### config.mk
export PLATFORM = sky130hd
export DESIGN_NAME = dense_mac_layer_flat
export DESIGN_NICKNAME = d
export VERILOG_FILES = /design/src/rtl/nn_parameters.sv /design/src/rtl/dense_mac_layer_if.sv /design/src/rtl/dense_mac_saturate.sv /design/src/rtl/dense_mac_layer.sv /design/src/flat_wrapper.sv
export SDC_FILE = /design/constraint.sdc
export NUM_CORES = 2
export LEC_CHECK = 0
export ABC_AREA = 0
export BUFFER_PORTS_ARGS = -buffer_cell sky130_fd_sc_hd__buf_2
export CAP_MARGIN = 30
export CORE_AREA = 3 3 467 469
export CTS_BUF_LIST = sky130_fd_sc_hd__clkbuf_8
export DETAILED_ROUTE_END_ITERATION = 10
export DIE_AREA = 0 0 470 472
export GPL_ROUTABILITY_DRIVEN = 0
export PLACE_DENSITY_LB_ADDON = 0.1
export SYNTH_ARGS = -nofsm -noshare
export SYNTH_HDL_FRONTEND = slang
export SYNTH_SLANG_ARGS = --single-unit
### constraint.sdc
create_clock -name clk -period 12.7 [get_ports clk]
set_input_delay 1.27 -clock clk [delete_from_list [all_inputs] [get_ports clk]]
set_output_delay 1.27 -clock clk [all_outputs]
set_load 0.01 [all_outputs]
### src/rtl/nn_parameters.sv
// Shared state encoding and accumulator widths for the dense MAC layers.
// The DENSE_RELU_EN build option is handled in dense_mac_saturate.
package nn_parameters;

    typedef enum logic [1:0] {IDLE, RUN, DRAIN, DONE} dense_state_t;

    function automatic int acc_width(int in_w, int wb_w, int in_size);
        return in_w + wb_w + $clog2(in_size + 1);
    endfunction

    localparam int ACC_WIDTH_1 = acc_width(16, 8, 26);
    localparam int ACC_WIDTH_2 = acc_width(24, 8, 32);

endpackage

### src/rtl/dense_mac_layer_if.sv
// Vector, weight-memory and result handshake bundle of a dense MAC layer.
// master: producer/memory/consumer side, slave: the layer itself.
interface dense_mac_layer_if #(
    parameter int IN_SIZE    = 26,
    parameter int OUT_SIZE   = 32,
    parameter int IN_WIDTH   = 16,
    parameter int OUT_WIDTH  = 24,
    parameter int WB_WIDTH   = 8,
    parameter int ADDR_WIDTH = $clog2(OUT_SIZE * (IN_SIZE + 1))
);

    logic                          in_valid;
    logic                          in_ready;
    logic [IN_SIZE*IN_WIDTH-1:0]   in_data;
    logic                          wb_rd_en;
    logic [ADDR_WIDTH-1:0]         wb_addr;
    logic [WB_WIDTH-1:0]           wb_data;
    logic                          out_valid;
    logic                          out_ready;
    logic [OUT_SIZE*OUT_WIDTH-1:0] out_data;
    logic                          busy;

    modport master (
        output in_valid, in_data, wb_data, out_ready,
        input  in_ready, wb_rd_en, wb_addr, out_valid, out_data, busy
    );

    modport slave (
        input  in_valid, in_data, wb_data, out_ready,
        output in_ready, wb_rd_en, wb_addr, out_valid, out_data, busy
    );

endinterface

### src/rtl/dense_mac_saturate.sv
// Signed multiply-accumulate plus bias add and OUT_WIDTH saturation.
// Build option DENSE_RELU_EN: clamp negative saturated results to zero.
module dense_mac_saturate #(
    parameter int IN_WIDTH  = 16,
    parameter int WB_WIDTH  = 8,
    parameter int ACC_WIDTH = 29,
    parameter int OUT_WIDTH = 24
) (
    input  logic signed [IN_WIDTH-1:0]  x_i,
    input  logic signed [WB_WIDTH-1:0]  wb_i,
    input  logic signed [ACC_WIDTH-1:0] acc_i,
    input  logic                        first_i,
    output logic signed [ACC_WIDTH-1:0] mac_o,
    output logic signed [OUT_WIDTH-1:0] res_o
);

    localparam int PW = IN_WIDTH + WB_WIDTH;
    localparam int SW = ACC_WIDTH + 1;

    localparam logic [OUT_WIDTH-1:0] SMAX = {1'b0, {(OUT_WIDTH-1){1'b1}}};
    localparam logic [OUT_WIDTH-1:0] SMIN = {1'b1, {(OUT_WIDTH-1){1'b0}}};

    logic signed [PW-1:0]        prod;
    logic signed [ACC_WIDTH-1:0] base;
    logic signed [SW-1:0]        sum;
    logic [SW-OUT_WIDTH:0]       top;
    logic                        fits;
    logic signed [OUT_WIDTH-1:0] sat;

    assign prod  = x_i * wb_i;
    assign base  = first_i ? '0 : acc_i;
    assign mac_o = base + {{(ACC_WIDTH-PW){prod[PW-1]}}, prod};

    // One guard bit keeps the bias add exact before the range check.
    assign sum  = {acc_i[ACC_WIDTH-1], acc_i}
                + {{(SW-WB_WIDTH){wb_i[WB_WIDTH-1]}}, wb_i};
    assign top  = sum[SW-1:OUT_WIDTH-1];
    assign fits = (&top) | ~(|top);
    assign sat  = fits ? sum[OUT_WIDTH-1:0]
                       : (sum[SW-1] ? SMIN : SMAX);

`ifdef DENSE_RELU_EN
    assign res_o = sat[OUT_WIDTH-1] ? '0 : sat;
`else
    assign res_o = sat;
`endif

endmodule

### src/rtl/dense_mac_layer.sv
// Time-multiplexed fully connected layer with one shared MAC.
// Build option DENSE_RELU_EN enables ReLU on every stored neuron.
module dense_mac_layer
    import nn_parameters::*;
#(
    parameter int IN_SIZE    = 26,
    parameter int OUT_SIZE   = 32,
    parameter int IN_WIDTH   = 16,
    parameter int OUT_WIDTH  = 24,
    parameter int WB_WIDTH   = 8,
    parameter int ADDR_WIDTH = $clog2(OUT_SIZE * (IN_SIZE + 1))
) (
    input logic              clk,
    input logic              rst,
    dense_mac_layer_if.slave bus
);

    localparam int ACC_WIDTH = acc_width(IN_WIDTH, WB_WIDTH, IN_SIZE);
    localparam int IW = $clog2(IN_SIZE + 1);
    localparam int JW = (OUT_SIZE > 1) ? $clog2(OUT_SIZE) : 1;

    localparam logic [ADDR_WIDTH-1:0] LAST_ADDR =
        ADDR_WIDTH'(OUT_SIZE * (IN_SIZE + 1) - 1);
    localparam logic [IW-1:0] BIAS_IDX = IW'(IN_SIZE);

    localparam logic [1:0] ST_IDLE  = IDLE;
    localparam logic [1:0] ST_RUN   = RUN;
    localparam logic [1:0] ST_DRAIN = DRAIN;
    localparam logic [1:0] ST_DONE  = DONE;

    logic [1:0]                    state_q, state_d;
    logic [ADDR_WIDTH-1:0]         addr_q, addr_d;
    logic [IW-1:0]                 i_q, i_d;
    logic [JW-1:0]                 j_q, j_d;
    logic                          vld_q;
    logic [IW-1:0]                 pi_q;
    logic [JW-1:0]                 pj_q;
    logic signed [ACC_WIDTH-1:0]   acc_q;
    logic [IN_SIZE*IN_WIDTH-1:0]   x_q;
    logic [OUT_SIZE*OUT_WIDTH-1:0] out_q;

    logic [IW-1:0]                 x_idx;
    logic signed [IN_WIDTH-1:0]    x_sel;
    logic signed [ACC_WIDTH-1:0]   mac;
    logic signed [OUT_WIDTH-1:0]   res;

    assign bus.in_ready  = (state_q == ST_IDLE);
    assign bus.wb_rd_en  = (state_q == ST_RUN);
    assign bus.wb_addr   = addr_q;
    assign bus.out_valid = (state_q == ST_DONE);
    assign bus.out_data  = out_q;
    assign bus.busy      = (state_q == ST_RUN) || (state_q == ST_DRAIN);

    always_comb begin
        state_d = state_q;
        addr_d  = '0;
        i_d     = '0;
        j_d     = '0;
        unique case (state_q)
            ST_IDLE: begin
                if (bus.in_valid) state_d = ST_RUN;
            end
            ST_RUN: begin
                addr_d = addr_q + 1'b1;
                i_d    = (i_q == BIAS_IDX) ? '0 : i_q + 1'b1;
                j_d    = (i_q == BIAS_IDX) ? j_q + 1'b1 : j_q;
                if (addr_q == LAST_ADDR) begin
                    state_d = ST_DRAIN;
                    addr_d  = '0;
                    j_d     = '0;
                end
            end
            ST_DRAIN: state_d = ST_DONE;
            ST_DONE: begin
                if (bus.out_ready) state_d = ST_IDLE;
            end
            default: state_d = ST_IDLE;
        endcase
    end

    // The bias beat reads no input element; park the select at 0.
    assign x_idx = (pi_q == BIAS_IDX) ? '0 : pi_q;
    assign x_sel = x_q[int'(x_idx)*IN_WIDTH +: IN_WIDTH];

    dense_mac_saturate #(
        .IN_WIDTH (IN_WIDTH),
        .WB_WIDTH (WB_WIDTH),
        .ACC_WIDTH(ACC_WIDTH),
        .OUT_WIDTH(OUT_WIDTH)
    ) u_mac (
        .x_i    (x_sel),
        .wb_i   ($signed(bus.wb_data)),
        .acc_i  (acc_q),
        .first_i(pi_q == '0),
        .mac_o  (mac),
        .res_o  (res)
    );

    always_ff @(posedge clk) begin
        if (rst) begin
            state_q <= ST_IDLE;
            addr_q  <= '0;
            i_q     <= '0;
            j_q     <= '0;
            vld_q   <= 1'b0;
            pi_q    <= '0;
            pj_q    <= '0;
            acc_q   <= '0;
            x_q     <= '0;
            out_q   <= '0;
        end else begin
            state_q <= state_d;
            addr_q  <= addr_d;
            i_q     <= i_d;
            j_q     <= j_d;
            // Read data lands one cycle after the strobe.
            vld_q   <= (state_q == ST_RUN);
            pi_q    <= i_q;
            pj_q    <= j_q;
            if (state_q == ST_IDLE && bus.in_valid) x_q <= bus.in_data;
            if (vld_q) begin
                if (pi_q == BIAS_IDX)
                    out_q[int'(pj_q)*OUT_WIDTH +: OUT_WIDTH] <= res;
                else
                    acc_q <= mac;
            end
        end
    end

endmodule

### src/flat_wrapper.sv
// flat-port wrapper written by rule: the top's interface ports become plain ports
module dense_mac_layer_flat import nn_parameters::*;
#(
    parameter int IN_SIZE    = 26,
    parameter int OUT_SIZE   = 32,
    parameter int IN_WIDTH   = 16,
    parameter int OUT_WIDTH  = 24,
    parameter int WB_WIDTH   = 8,
    parameter int ADDR_WIDTH = $clog2(OUT_SIZE * (IN_SIZE + 1))
)
  (clk, rst, bus_in_valid, bus_in_data, bus_wb_data, bus_out_ready, bus_in_ready, bus_wb_rd_en, bus_wb_addr, bus_out_valid, bus_out_data, bus_busy);
  dense_mac_layer_if #(.IN_SIZE(IN_SIZE), .OUT_SIZE(OUT_SIZE), .IN_WIDTH(IN_WIDTH), .OUT_WIDTH(OUT_WIDTH), .WB_WIDTH(WB_WIDTH), .ADDR_WIDTH(ADDR_WIDTH)) bus_i ();
  input logic clk;
  input logic rst;
  input wire logic [$bits(bus_i.in_valid)-1:0] bus_in_valid;
  input wire logic [$bits(bus_i.in_data)-1:0] bus_in_data;
  input wire logic [$bits(bus_i.wb_data)-1:0] bus_wb_data;
  input wire logic [$bits(bus_i.out_ready)-1:0] bus_out_ready;
  output wire logic [$bits(bus_i.in_ready)-1:0] bus_in_ready;
  output wire logic [$bits(bus_i.wb_rd_en)-1:0] bus_wb_rd_en;
  output wire logic [$bits(bus_i.wb_addr)-1:0] bus_wb_addr;
  output wire logic [$bits(bus_i.out_valid)-1:0] bus_out_valid;
  output wire logic [$bits(bus_i.out_data)-1:0] bus_out_data;
  output wire logic [$bits(bus_i.busy)-1:0] bus_busy;
  assign bus_i.in_valid = bus_in_valid;
  assign bus_i.in_data = bus_in_data;
  assign bus_i.wb_data = bus_wb_data;
  assign bus_i.out_ready = bus_out_ready;
  assign bus_in_ready = bus_i.in_ready;
  assign bus_wb_rd_en = bus_i.wb_rd_en;
  assign bus_wb_addr = bus_i.wb_addr;
  assign bus_out_valid = bus_i.out_valid;
  assign bus_out_data = bus_i.out_data;
  assign bus_busy = bus_i.busy;
  dense_mac_layer #(.IN_SIZE(IN_SIZE), .OUT_SIZE(OUT_SIZE), .IN_WIDTH(IN_WIDTH), .OUT_WIDTH(OUT_WIDTH), .WB_WIDTH(WB_WIDTH), .ADDR_WIDTH(ADDR_WIDTH)) u_core (.clk(clk), .rst(rst), .bus(bus_i));
endmodule
==> qor.log <==
INFO  global_route   grt_max_degree=182
INFO  sta            final.period_utilization=83.3%
INFO  layout         layout.cell_area.non_filler=0.0705mm^2
INFO  logic_synthesis prevailing_post_synth_register_cell=dfxtp_1
INFO  die            die_ar=0.222mm^2
INFO  logic_synthesis yosys.cell_types.count=110
INFO  layout         filler_cell_count=23100
INFO  sta            fin_skew=0.0771ns
INFO  global_route   grt_first_pass_wirelength=413000um
INFO  sta            slew-limit-headroom=18.6%
INFO  die            core-area=0.214mm^2
INFO  place          dp_cells=10500
INFO  die            die_w=470um
INFO  worst_setup_path worst_path_most_repeated_cell=a21oi_1
INFO  power_and_ir_drop fraction_of_power_spent_switching_nets=41.5%
INFO  die            die_h=472um
INFO  clocking       sinks_on_the_clock_net=1246
INFO  logic_synthesis synth_area=0.0565mm^2
INFO  layout         flow.area_growth_from_synthesis=24.6%
INFO  status         run_status=finished clean
INFO  logic_synthesis synth_area_leaders=dfxtp_1, nand2_1, a21oi_1
INFO  power_and_ir_drop static-leakage-power=28.7nW
INFO  route          detail_route.first_pass.iterations=8
INFO  logic_synthesis synthArstFlopShare=0%
INFO  worst_setup_path critical_path_cell_with_the_highest_stage_delay=dfxtp_4
INFO  route          num_vias=54800
INFO  sta            finalHoldViolations=0
INFO  power_and_ir_drop power_switching=5.82mW
INFO  logic_synthesis synth_area_per_cell=8.40um^2
INFO  worst_setup_path critPathCaptureType=flip-flop
INFO  power_and_ir_drop p_clk_share=27.6%
INFO  clocking       post_cts_hold_buffer_count=0
INFO  route          vias_per_cell=5.03
INFO  clocking       clock_latency_on_the_worst_skew_pair=1.00ns
INFO  worst_hold_path worst_hold_path_type=flip-flop to flip-flop
INFO  worst_hold_path whs_endpoint=u_core.bus.out_data[127]
INFO  clocking       cts_made_buffers=226
INFO  global_route   first_global_vias=52800
INFO  die            fp-row-count=170
INFO  worst_setup_path regToRegSetupSlack=2.12ns
INFO  clocking       cts_tree=done
INFO  route          post-route-drc-count=0
INFO  die            boundaryPins=1210
INFO  logic_synthesis synth.ff_latch_count=1246
INFO  logic_synthesis syn_inst=6726
INFO  clocking       htree_levels=4
INFO  logic_synthesis synth.largest_area_cell=dfxtp_1
INFO  logic_synthesis sequential_fraction_of_the_synthesis_area=44.1%
INFO  worst_setup_path start_kind=flip-flop
INFO  place          hpwl=229000um
INFO  route          routed_wirelength=296000um
INFO  route          postRouteAntennaNets=0
INFO  logic_synthesis synth_top_cell_area_share=44.1%
INFO  layout         finalNonFillerCells=10900
INFO  logic_synthesis ys.warnings.count=0
INFO  sta            grt_setup_unrepaired=false
INFO  sta            drv_slew=0
INFO  power_and_ir_drop comb_power_share=41.0%
INFO  clocking       cts_root_buf=clkbuf_8
INFO  logic_synthesis nets_in_the_synthesized_netlist=7378
INFO  worst_setup_path worst_ep_required_time=13.57ns
INFO  sta            max_freq=94.5MHz
INFO  worst_setup_path cpPeakStageDelay=0.72ns
INFO  power_and_ir_drop power_density=199mW/mm^2
INFO  logic_synthesis yosys-top-cells-count=nand2_1, dfxtp_1, a21oi_1, nor2_1, a211oi_1
INFO  route          first_iter_violations=4448
INFO  worst_setup_path worst_r2r_startpoint=u_core.pi_q[0]
INFO  global_route   number_of_antenna_violations_at_the_first_check_in_global_routing=53
INFO  place          place.port_buffers=1209
INFO  logic_synthesis synth_edf_count=0
INFO  worst_hold_path hold_path.startpoint=u_core.bus.out_data[127]
INFO  flow_run       max_cap_viol_count=0
INFO  layout         post_route_cells_drive_above_1_share=23.0%
INFO  layout         final_net_count=8528
INFO  power_and_ir_drop ir_drop=0.000171V
INFO  clocking       ctsLongestPathBuffers=3
INFO  route          avgRoutedWirePerCell=27.2um
INFO  sta            timing.setup.tns=0ns
INFO  worst_setup_path critical_path.reg2reg.endpoint=u_core.acc_q[28]
INFO  worst_setup_path worst-r2r-cell-count=41
INFO  worst_setup_path crit_path_max_fanout=57
INFO  place          placedInstanceArea=0.0659mm^2
INFO  power_and_ir_drop flop_pwr_share=31.4%
INFO  global_route   grt-ovfl-total=0
INFO  worst_setup_path critical_path_arrival=11.45ns
INFO  logic_synthesis synth.most_common_cell=nand2_1
INFO  worst_setup_path critical_path_class=flip-flop to flip-flop
INFO  die            initial_core_utilization=26.4%
INFO  worst_hold_path hold-path-cell-count=2
INFO  power_and_ir_drop cell_internal_pwr=8.22mW
INFO  clocking       clkSlewWorstSetupHoldPaths=0.06ns
INFO  clocking       cts_post_setup_buffers_inserted=0
INFO  clocking       postCtsResizedCells=0
INFO  sta            timing.final.crit_period=10.58ns
INFO  sta            timing.final.setup_violations=0
INFO  sta            worst-slew-pin-transition=1.22ns
INFO  global_route   grtUsageTotal=25.6%
## metrics by stage
stage	hold WS, ns	power (mW)	utilization [%]	worst slack (ns)
2_1_floorplan	0.430	8.31	-	3.87
3_3_place_gp	0.430	10.2	30.6	2.10
3_5_place_dp	0.438	10.2	30.7	2.09
4_1_cts	0.393	14.1	32.8	2.04
5_1_grt	0.428	14.9	32.9	1.32
6_report	0.447	14.0	32.9	2.12
## power groups by stage
| stage | sequential [mW] | combinational, mW | clock (mW) |
|---|---|---|---|
| after global routing | 4.45 | 6.33 | 4.15 |
| after floorplan | 4.41 | 3.91 | 0 |
| final | 4.41 | 5.75 | 3.87 |
| after global placement | 4.50 | 5.67 | 0 |
| after CTS | 4.42 | 5.72 | 3.98 |
| after detailed placement | 4.50 | 5.69 | 0 |
## cell families (layout without fill, tap and decap cells)
family	Yosys count	in the layout	synth area share (%)
fa+ha+maj	224	224	6.37
mux	159	159	3.88
xor+xnor	94	94	1.51
compound gates	1926	1926	21.6
simple gates	2419	2419	18.0
flops	1246	1246	44.1
buf+inv	658	1979	4.51
other cells	0	17	0
## sequential cells by signal, indices dropped and copies added, names as in the netlist, 2 cells and up
signal / flops
u_core.acc_q: 29
u_core.i_q: 5
u_core.state_q: 2
u_core.x_q: 416
u_core.j_q: 5
u_core.pi_q: 5
u_core.pj_q: 5
u_core.bus.wb_addr: 10
u_core.bus.out_data: 768
## worst max-delay path by stage
stage / from / to / slack, ns
final: u_core.pi_q[0] / u_core.acc_q[28] / 2.12
after global placement: u_core.pi_q[0] / u_core.acc_q[28] / 2.10
after CTS: u_core.pi_q[0] / u_core.acc_q[28] / 2.04
after floorplan: u_core.pi_q[1] / u_core.acc_q[28] / 3.87
after detailed placement: u_core.pi_q[0] / u_core.acc_q[28] / 2.09
after global routing: u_core.pi_q[0] / u_core.acc_q[28] / 1.32
## cell type report
| class | count | area [um^2] | area share [%] |
|---|---|---|---|
| antenna | 17 | 42.5 | 0.0604 |
| multi-input combinational | 4822 | 29200 | 41.4 |
| sequential | 1246 | 25000 | 35.4 |
| tap | 2838 | 3550 | 5.04 |
| timing repair buffer | 1362 | 7370 | 10.5 |
| inverter | 218 | 821 | 1.16 |
| clock inverter | 117 | 637 | 0.904 |
| clock buffer | 282 | 3880 | 5.51 |
## routing by layer
layer  up-vias  global-route usage (%)  wire [um]
li1      25700                       -          -
met1     26600                    32.5     126000
met2      2116                    42.1     138000
met3       423                    6.80      21800
met4        46                    8.15      10000
met5         -                       0        307
## critical path, delay by kind of cell, from the launching register on
family / cells / cell delay [ns]
simple gates: 12 / 2.60
xor+xnor: 2 / 0.39
flops: 1 / 0.72
buf+inv: 3 / 0.58
compound gates: 15 / 3.13
fa+ha+maj: 7 / 2.43
mux: 2 / 0.60
## cell usage in the layout (no fill, tap or decap), drive strengths merged, types with 22 or more instances in the layout
master,n
nand3,87
a32oi,22
nor2,647
fa,106
nand2b,39
mux4,46
nor3,54
o32ai,54
mux2i,111
a21o,31
o22ai,30
o221ai,22
o21ai,383
xor2,36
buf,1361
nand2,1295
a22oi,46
xnor2,57
and2,96
dfxtp,1246
a31oi,31
clkinv,23
a211oi,448
ha,118
nor2b,117
clkbuf,283
a21oi,717
inv,306
No activity file was read; power rests on OpenSTA's default activity.
